<file path="config.mk">
export PLATFORM = sky130hd
export DESIGN_NAME = angle_loader
export DESIGN_NICKNAME = d
export VERILOG_FILES = /design/src/rtl/angle_loader.sv
export SDC_FILE = /design/constraint.sdc
export NUM_CORES = 1
export LEC_CHECK = 0
export ABC_AREA = 0
export ABC_CLOCK_PERIOD_IN_PS = 7530
export BUFFER_PORTS_ARGS = -buffer_cell sky130_fd_sc_hd__buf_2
export CAP_MARGIN = 30
export CORE_ASPECT_RATIO = 0.75
export CORE_MARGIN = 3
export CORE_UTILIZATION = 55
export CTS_CLUSTER_DIAMETER = 30
export DETAILED_ROUTE_END_ITERATION = 8
export PLACE_DENSITY = 0.86
export SYNTH_ARGS = -nofsm -noshare
export SYNTH_HDL_FRONTEND = slang
export SYNTH_SLANG_ARGS = --single-unit
export TNS_END_PERCENT = 30
</file>
<file path="constraint.sdc">
create_clock -name clk -period 7.53 [get_ports clk]
set_input_delay 1.8825 -clock clk [delete_from_list [all_inputs] [get_ports clk]]
set_output_delay 1.8825 -clock clk [all_outputs]
set_load 0.01 [all_outputs]
</file>
<file path="src/rtl/angle_loader.sv">
// angle_loader: streams 3-angle reference frames from memory into the angle shifter,
// with a drain gap per frame and an angle_valid strobe aligned to the shifter output.
`default_nettype none

module angle_loader #(
  parameter int ANGLE_DEPTH = 10,
  parameter int ADDR_WIDTH  = 12,
  parameter int FRAME_WIDTH = 8
) (
  input  logic                   clk,
  input  logic                   rst_n,
  input  logic                   i_start,
  input  logic [ADDR_WIDTH-1:0]  i_base_addr,
  input  logic [FRAME_WIDTH-1:0] i_num_frames,
  input  logic                   i_hold,
  output logic                   o_mem_rd,
  output logic [ADDR_WIDTH-1:0]  o_mem_addr,
  input  logic [ANGLE_DEPTH-1:0] i_mem_rdata,
  output logic                   o_fill,
  output logic [ANGLE_DEPTH-1:0] o_fill_angle,
  output logic                   o_angle_valid,
  output logic                   o_busy,
  output logic                   o_done
);

  typedef enum logic [2:0] {
    S_IDLE   = 3'd0,
    S_READ   = 3'd1,
    S_DRAIN  = 3'd2,
    S_WAIT   = 3'd3,
    S_FINISH = 3'd4
  } state_t;

  state_t                 r_state;
  state_t                 w_next;
  logic [1:0]             r_idx;
  logic [2:0]             r_cnt;
  logic [FRAME_WIDTH-1:0] r_num;
  logic [FRAME_WIDTH-1:0] r_frames;
  logic [ADDR_WIDTH-1:0]  r_ptr;
  logic [ADDR_WIDTH-1:0]  w_rd_addr;
  logic                   w_more;
  logic                   r_rd_d1;
  logic [2:0]             r_fill_dly;

  assign w_more    = (r_frames != r_num);
  assign w_rd_addr = (r_state == S_IDLE) ? i_base_addr : r_ptr;

  // DRAIN spans the two fill cycles plus the first drain cycle (count 0..2);
  // on the last frame it keeps counting to cover the shifter drain (count 3..5).
  always_comb begin
    w_next = r_state;
    case (r_state)
      S_IDLE: begin
        if (i_start) w_next = (i_num_frames != '0) ? S_READ : S_FINISH;
      end
      S_READ: begin
        if (r_idx == 2'd2) w_next = S_DRAIN;
      end
      S_DRAIN: begin
        if (r_cnt == 3'd2 && w_more) w_next = i_hold ? S_WAIT : S_READ;
        else if (r_cnt == 3'd5)      w_next = S_FINISH;
      end
      S_WAIT: begin
        if (!i_hold) w_next = S_READ;
      end
      S_FINISH: w_next = S_IDLE;
      default:  w_next = S_IDLE;
    endcase
  end

  always_ff @(posedge clk or negedge rst_n) begin
    if (!rst_n) begin
      r_state  <= S_IDLE;
      r_idx    <= 2'd0;
      r_cnt    <= 3'd0;
      r_num    <= '0;
      r_frames <= '0;
      r_ptr    <= '0;
    end else begin
      r_state <= w_next;
      case (r_state)
        S_IDLE: begin
          r_idx    <= 2'd0;
          r_cnt    <= 3'd0;
          r_frames <= '0;
          if (i_start) r_num <= i_num_frames;
        end
        S_READ: begin
          if (r_idx == 2'd2) begin
            r_idx    <= 2'd0;
            r_cnt    <= 3'd0;
            r_frames <= r_frames + FRAME_WIDTH'(1);
          end else begin
            r_idx <= r_idx + 2'd1;
          end
        end
        S_DRAIN: r_cnt <= r_cnt + 3'd1;
        default: ;
      endcase
      if (w_next == S_READ) r_ptr <= w_rd_addr + ADDR_WIDTH'(1);
    end
  end

  // Outputs are registered from the next state so they line up with the state cycles.
  always_ff @(posedge clk or negedge rst_n) begin
    if (!rst_n) begin
      o_mem_rd      <= 1'b0;
      o_mem_addr    <= '0;
      r_rd_d1       <= 1'b0;
      o_fill        <= 1'b0;
      o_fill_angle  <= '0;
      r_fill_dly    <= 3'd0;
      o_angle_valid <= 1'b0;
      o_busy        <= 1'b0;
      o_done        <= 1'b0;
    end else begin
      o_mem_rd      <= (w_next == S_READ);
      o_mem_addr    <= (w_next == S_READ) ? w_rd_addr : '0;
      r_rd_d1       <= o_mem_rd;
      o_fill        <= r_rd_d1;
      if (r_rd_d1)                  o_fill_angle <= i_mem_rdata;
      else if (r_state == S_FINISH) o_fill_angle <= '0;
      r_fill_dly    <= {r_fill_dly[1:0], o_fill};
      o_angle_valid <= r_fill_dly[2];
      o_busy        <= (w_next != S_IDLE);
      o_done        <= (w_next == S_FINISH);
    end
  end

endmodule

`default_nettype wire
</file>
# Yosys cells after proc, flatten, opt, wreduce, memory -nomap -nowiden
# Index checks and enable logic that the tools add are counted.
[word_totals]
regBits = 67
input_bits = 34
output_inout_bits = 27
elab_cells = 58
[classes]
addsub = 4
n_eq_ne = 11
mux = 18
n_reduce_logical = 10
[op_table]
columns = ["operator", "count"]
rows = [
  ["$mux 12", 2],
  ["$mux 3", 7],
  ["$mux 10", 2],
  ["$pmux 8 s2", 1],
  ["$add 12x1->12 const B", 1],
  ["$pmux 3 s4", 1],
  ["$eq 3x2->1 const B", 3],
  ["$eq 3x3->1 const B", 3],
  ["$pmux 3 s3", 1],
  ["$add 8x1->8 const B", 1],
  ["$mux 8", 1],
  ["$ne 8x8->1", 1],
  ["$reduce_bool 8->1", 1],
  ["$eq 3x1->1 const B", 2],
  ["$reduce_and 2->1", 3],
  ["$reduce_bool 3->1", 2],
  ["$mux 2", 2],
  ["$pmux 2 s2", 1],
  ["$reduce_bool 2->1", 2],
  ["$add 3x1->3 const B", 1],
  ["$logic_not 3->1", 1],
  ["$add 2x1->2 const B", 1],
  ["$eq 2x2->1 const B", 1],
  ["$ne 2x2->1 const B", 1],
  ["$logic_and 1x1->1", 1],
]

# Depth between registers and ports, before layout
# Gate-level depths: netlist of the first run.
[depth]
ltp_word = 6
depth_mapped = 13
depth_no_buf = 8

# Worst setup path before layout of the first run
# OpenSTA, ideal clock, no wires.
[synth_path]
path_type = "input-to-reg"
start = "in i_start"
end = "reg r_ptr[4]"
setup_ns = 0.124
arrival_time_ns = 3.187
required_time_ns = 7.406
path_slack_ns = 4.219
stages = 6
path_buffers = 1
path_cell_list = "nor4b_4 a21boi_1 o21a_2 o211ai_4 buf_6 a211o_1"
[synth_between]
elab_chain_cells = 3
[synth_rtl]
columns = ["element", "line_no", "rtl"]
rows = [
  ["from (decl)", "12", "input logic i_start,"],
  ["$mux 3", "55", "if (i_start) w_next = (i_num_frames != '0) ? S_READ : S_FINISH;"],
  ["$pmux 3 s4", "53", "case (r_state)"],
  ["$eq 3x1->1", "101", "if (w_next == S_READ) r_ptr <= w_rd_addr + ADDR_WIDTH'(1);"],
  ["to (signal assigned)", "101", ""],
  ["to (decl)", "40", "logic [ADDR_WIDTH-1:0] r_ptr;"],
]
# Every way passes these cells.
# A chain may end at the register's enable or synchronous reset.

# Worst setup path after layout of the first run
[layout_path]
start = "in i_num_frames[1]"
end = "reg r_ptr[2]"
[layout_between]
elab_chain_cells = 5
[layout_rtl]
columns = ["element", "line_no", "rtl"]
rows = [
  ["from (decl)", "14", "input logic [FRAME_WIDTH-1:0] i_num_frames,"],
  ["$reduce_bool 8->1", "55", ""],
  ["$mux 3 (2 in series)", "55", ""],
  ["$pmux 3 s4", "53", ""],
  ["$eq 3x1->1", "101", ""],
]
# Every way passes these cells.

==> results_dict.tcl, run 1 <==
set metrics [dict create \
    cts_buffers 9 \
    syn2layout_area_growth_pct 16.1 \
    vias 2628 \
    rows 23 \
    port-buffer-count 60 \
    antenna_found_initial 0 \
    min_path_type "reg -> reg" \
    syn-num-nets 363 \
    drive_gt1_share_pct 26.6 \
    die_area_mm2 0.00709 \
    vias_per_cell 5.69 \
    total_power_mw 1.62 \
    htreeDepth 3 \
    setup_violations 0 \
    yosysSeqAreaShare_pct 49.9 \
    fin_skew_ps 7.76 \
    cp_max_fo 34 \
    cts_setup_buffers 0 \
    fin_crit_sh_pct 50.5 \
    crit_buf_inv 1 \
    hold_buffers 0 \
    core_mm2 0.00561 \
    drv_cap 0 \
    drtPass1Iterations 4 \
    track_usage_pct 21.7 \
    die_y_um 73.7 \
    grt_max_degree 68 \
    path_delay_family "compound AO/OA/AOI/OAI gates" \
    worstMarginPinSlew_ps 882 \
    finalCriticalPeriod_ps 3810 \
    post-route-drc-count 0 \
    syn-instance-count 324 \
    synth-seq-cells 67 \
    ioPinCount 61 \
    irDropWorstVdd_mv 0.198 \
    tritoncts "done" \
    clk_pin_slew_ps 70 \
    ant_nets 0 \
    initial_core_util_pct 59.8 \
    wire_per_inst_um 15.5 \
    synth_area_mm2 0.00336 \
    cts.path.max_buffers 2 \
    diodes 0 \
    cts_resized 0 \
    cts.sinks 67 \
    slowest_delay_ps 720 \
    slew_violations 0 \
    worstPathRequired_ps 7760 \
    fmax_mhz 263 \
    layout_commonest_cell "dfrtp_1" \
    setup_tns_ps 0 \
    crit_path_start_kind "input pin" \
    grt_pass1_wl_um 11600 \
    cellLeakagePower_nw 1.87 \
    slew_headroom_pct 40.9 \
    crit_slowest_cell "o211ai_4" \
    layout.nets 421 \
    cp_cell_sequence "buf_2 > nor4_1 > a21boi_1 > o21a_2 > o211ai_4 > o31ai_1 > a221oi_1" \
    yosysWarnings 0 \
    fin_util_pct 69.5 \
    dp_hpwl_um 4850 \
    root_buffer "clkbuf_8" \
    outcome "completed" \
    synth_edf_count 0 \
    overflow 0 \
    synth-main-ff-cell "dfrtp_1" \
    ys_async_sr_fraction_pct 100 \
    drt_iter0_drc 171 \
    final_cell_mix "67 x dfrtp_1, 60 x buf_2, 43 x nand2_1, 28 x nor2_1, 16 x a21oi_1" \
    final-hold-violation-count 0 \
    drt-total-wl_um 7170 \
    cp-end-kind "flip-flop" \
    ys_types 55 \
    clock_latency_ps 350 \
    die_w_um 96.2 \
    p_per_area_mw_per_mm2 415 \
    rsz0062_at_grt "false" \
    place_congestion 0.836 \
    holdWs_ps 352 \
    worstPathArrival_ps 4040 \
    grt_pass1_vias 2494 \
    syn_avg_cell_area_um2 10.4 \
    critical_path_class "in -> reg" \
]
==> sequential cells by signal (all words and copies together) (netlist names), 2 cells and up <==
register      count
r_state           3
r_cnt             3
r_frames          8
o_mem_addr       12
r_num             8
r_ptr            12
r_fill_dly        3
r_idx             2
o_fill_angle     10
==> power by group <==
part / switching (mW) / total [mW] / internal, mW
sequential: 0.119 / 0.627 / 0.507
clock: 0.137 / 0.323 / 0.186
combinational: 0.383 / 0.669 / 0.286
==> path summary, 6_finish.rpt <==
check / endpoint / slack, ps / start / cells past startpoint
setup / recovery: r_ptr[2] / 3720 / i_num_frames[1] / 7
hold / removal: r_fill_dly[1] / 350 / r_fill_dly[0] / 0
setup reg to reg: r_ptr[8] / 4590 / r_state[0] / 9
hold reg to reg: r_fill_dly[1] / 350 / r_fill_dly[0] / 0
max in group asynchronous: r_frames[1] / 5290 / rst_n / 2
min in group asynchronous: o_angle_valid / 1720 / rst_n / 2
==> metal layers <==
layer	wire length, µm	vias to the layer above	GRT usage (%)
li1	-	1268	-
met2	3140	108	31.8
met4	81	0	6.62
met1	3370	1242	29.9
met3	586	10	8.39
met5	0	-	0
==> stage by stage <==
stage | instance area, µm² | instances | worst slack [ps]
floorplan | 3360 | 324 | 4220
global placement | 3680 | 446 | 3490
detailed placement | 3680 | 446 | 3380
CTS | 3900 | 462 | 3740
global route | 3900 | 462 | 3530
finish | 3900 | 462 | 3720
==> final cells by class <==
class,count,area (µm²)
clock buffer,9,124
clock inverter,7,92.6
fill,420,1710
inverter,11,41.3
multi-input combinational,230,1550
sequential,67,1680
tap,75,93.8
timing repair buffer,63,323
==> logic make-up after synthesis <==
group                      count (synthesis)  synth area share, %
muxes                                     21                 7.60
AOI/OAI and AO/OA                         67                 14.5
DFF                                       67                 49.9
buffers and inverters                     27                 4.10
and+or+nand+nor                          120                 17.5
adders and majority gates                  5                 1.86
xor gates and xnor gates                  17                 4.44
==> synthesized netlist by cell type (3+ instances only) <==
master / number / share of area [%]
nand2_1: 43 / 4.8
buf_6: 4 / 1.3
o31ai_1: 3 / 0.67
nor3_1: 3 / 0.45
nor4b_1: 4 / 1.0
ha_1: 5 / 1.9
nand3_1: 14 / 2.1
nand3b_1: 3 / 0.67
or3_1: 3 / 0.56
a21oi_1: 16 / 2.4
mux2_2: 12 / 4.0
nor2_1: 28 / 3.1
inv_1: 11 / 1.2
a22o_1: 12 / 3.1
nor4_1: 5 / 0.93
mux2i_1: 5 / 1.5
xor2_1: 14 / 3.7
xnor2_1: 3 / 0.78
o21ai_0: 12 / 1.8
clkbuf_1: 9 / 1.0
dfrtp_1: 67 / 50
and3_1: 7 / 1.3
Note: power is estimated with default switching activity, not from simulation.
==> run 2: changes to the inputs <==
Settings changed: ABC_AREA 0 to 1, ABC_CLOCK_PERIOD_IN_PS 7530 to 3800.
Clock period 7.53 ns to 3.8 ns, I/O delays scaled along.
==> run 2 against run 1 <==
Non-clock buffer count decreased by 1. Via count up 10%. Sequential power up 85%. Worst setup slack got worse by 2500 ps. Global-route usage up 3.3 points. Combinational power up 94%. Synthesized cell count increased by 24%. Final cell count increased by 19%. Synthesized area fell by 2.7%. Routed wire length is 10% higher. Clock-buffer cell count did not move. Core utilization fell by 0.75 points. Largest cell class unchanged. Highest routed layer unchanged.
==> results_dict.tcl, run 2 <==
set metrics [dict create \
    worstMarginPinSlew_ps 814 \
    drt-total-wl_um 7890 \
    die_area_mm2 0.00691 \
    cp-end-kind "flip-flop" \
    total_power_mw 3.00 \
    root_buffer "clkbuf_8" \
    synth_top_family_by_area "simple AND/OR/NAND/NOR gates" \
    dp_hpwl_um 5590 \
    fin_skew_ps 11.4 \
    layout_commonest_cell "nand2_1" \
    synthAdderAreaFrac_pct 1.91 \
    tritoncts "done" \
    synth.area.mux_share_pct 0 \
    crit_buf_inv 0 \
    place_congestion 0.848 \
    antenna_found_initial 0 \
    cts.path.max_buffers 2 \
    synth-seq-cells 67 \
    drv_cap 0 \
    slew_headroom_pct 45.7 \
    fin_util_pct 68.7 \
    cts_setup_buffers 0 \
    synth_area_mm2 0.00327 \
    p_per_area_mw_per_mm2 791 \
    track_usage_pct 25.0 \
    critical_path_class "reg -> reg" \
    slowest_delay_ps 450 \
    port-buffer-count 60 \
    rows 23 \
    cp_cell_sequence "nor2_4 > nand2_4 > nor2_2 > a21oi_1 > nand3_2 > nand3_4 > nand2_1 > nand2_1" \
    synthTopCellsByArea "dfrtp_1 51%, nand2_1 15%, inv_1 5.1%, nand3_1 4.1%, nor2_1 3.9%" \
    irDropWorstVdd_mv 0.385 \
    synth_top_area_share_pct 51.3 \
    finalCriticalPeriod_ps 2530 \
    post-place-ws_ps 1260 \
    grt.met2_usage_pct 39.4 \
    crit_path_start_kind "flip-flop" \
    grtUsageMet3_pct 8.25 \
    setup_tns_ps 0 \
    cellLeakagePower_nw 2.02 \
    min_path_type "reg -> reg" \
    vias_per_cell 5.28 \
    top_regs "o_mem_addr (12), r_ptr (12), o_fill_angle (10)" \
    rsz0062_at_grt "false" \
    htreeDepth 3 \
    synth_most_common_cell "nand2_1" \
    synth_commonest_cells "127 x nand2_1, 67 x dfrtp_1, 44 x inv_1, 34 x nor2_1, 27 x nand3_1" \
    initial_core_util_pct 59.1 \
    die_w_um 95.0 \
    cp_max_fo 25 \
    syn-num-nets 442 \
    diodes 0 \
    synth-main-ff-cell "dfrtp_1" \
    crit_slowest_cell "nor2_2" \
    final-hold-violation-count 0 \
    synth_edf_count 0 \
    worst_slack_ps 1270 \
    ant_nets 0 \
    worstPathRequired_ps 4060 \
    slew_violations 0 \
    grt_pass1_wl_um 13000 \
    fin_cells 548 \
    vias 2896 \
    core_mm2 0.00553 \
    syn_avg_cell_area_um2 8.11 \
    ioPinCount 61 \
    die_y_um 72.7 \
    drtPass1Iterations 5 \
    outcome "completed" \
    path_delay_family "simple AND/OR/NAND/NOR gates" \
    layout.nets 507 \
    cts_resized 0 \
    holdWs_ps 359 \
    fillers 454 \
    clock_latency_ps 360 \
    placedCellCount 532 \
    yosysWarnings 0 \
    ys_types 29 \
    worstPathArrival_ps 2790 \
    final_cell_mix "127 x nand2_1, 67 x dfrtp_1, 60 x buf_2, 44 x inv_1, 34 x nor2_1" \
    post-route-drc-count 0 \
    met1_usage_pct 32.9 \
    fmax_mhz 395 \
    synth_top_cell_by_area "dfrtp_1" \
    grt_max_degree 37 \
    syn2layout_area_growth_pct 16.2 \
    place_area_mm2 0.00362 \
    grt.busiest_layer "met2" \
    clk_pin_slew_ps 80 \
    synthSimpleGateAreaFrac_pct 30.1 \
    setup_violations 0 \
    yosysSeqAreaShare_pct 51.3 \
    grt_pass1_vias 2747 \
    drive_gt1_share_pct 22.4 \
    syn-instance-count 403 \
    fin_crit_sh_pct 66.6 \
    finalInstanceArea_mm2 0.00380 \
    wire_per_inst_um 14.4 \
    cts_buffers 9 \
    crit_top_cell "nand2_1" \
    ys_async_sr_fraction_pct 100 \
    cts.sinks 67 \
    overflow 0 \
    hold_buffers 0 \
    synthXorXnorAreaFrac_pct 2.41 \
    drt_iter0_drc 277 \
    synth_compound_area_share_pct 6.70 \
]
-- run 2: cell count changes in the layout (fill, tap and decap cells not counted), moves of 9 or more --
cell	before	now
a22o_1	12	0
inv_1	11	44
mux2_2	12	0
nand2_1	43	127
nand3_1	14	27
o21ai_0	12	25
xor2_1	14	5
-- run 2: cell type report --
cell class | instances | area, µm² | share of cell area (%)
Tap cell | 75 | 93.8 | 2.47
Sequential cell | 67 | 1680 | 44.2
Multi-Input combinational cell | 277 | 1340 | 35.4
Clock buffer | 9 | 124 | 3.26
Inverter | 51 | 191 | 5.04
Timing Repair Buffer | 62 | 315 | 8.30
Clock inverter | 7 | 52.6 | 1.38
-- run 2: logic make-up (layout without fill, tap and decap cells) --
kind of cell / count (synthesis) / after routing
XOR/XNOR: 9 / 9
flip-flops: 67 / 67
buffers and inverters: 59 / 129
AO/OA/AOI/OAI: 41 / 41
adder cells (fa/ha/maj): 5 / 5
AND/OR/NAND/NOR: 222 / 222
-- run 2: path summary, 6_finish.rpt --
| kind | start | to | slack, ps | cells after the start |
|---|---|---|---|---|
| min in group asynchronous | rst_n | r_num[0] | 680 | 1 |
| max in group asynchronous | rst_n | o_mem_addr[6] | 2320 | 2 |
| setup reg to reg | r_state[2] | r_ptr[6] | 1270 | 8 |
| setup / recovery | r_state[2] | r_ptr[6] | 1270 | 8 |
| hold / removal | r_fill_dly[2] | o_angle_valid | 360 | 0 |
| hold reg to reg | r_fill_dly[2] | o_angle_valid | 360 | 0 |
-- run 2: routing by layer --
layer / wire length, µm / share of wire (%) / vias to the layer above
met5: 0 / 0 / -
met3: 614 / 7.8 / 13
met1: 3570 / 45 / 1367
li1: - / - / 1399
met2: 3600 / 46 / 117
met4: 109 / 1.4 / 0
-- run 2: report_power, final --
group / internal, mW / total (mW) / leakage, nW / switching, mW
Combinational: 0.419 / 1.30 / 1.07 / 0.886
Clock: 0.239 / 0.541 / 0.0896 / 0.301
Sequential: 0.994 / 1.16 / 0.861 / 0.164
-- run 2: worst reg2reg max path: cells and delay by family, from the launching register on --
family          cells  cell delay (ps)
compound gates      1              160
simple gates        7             1840
flops               1              430
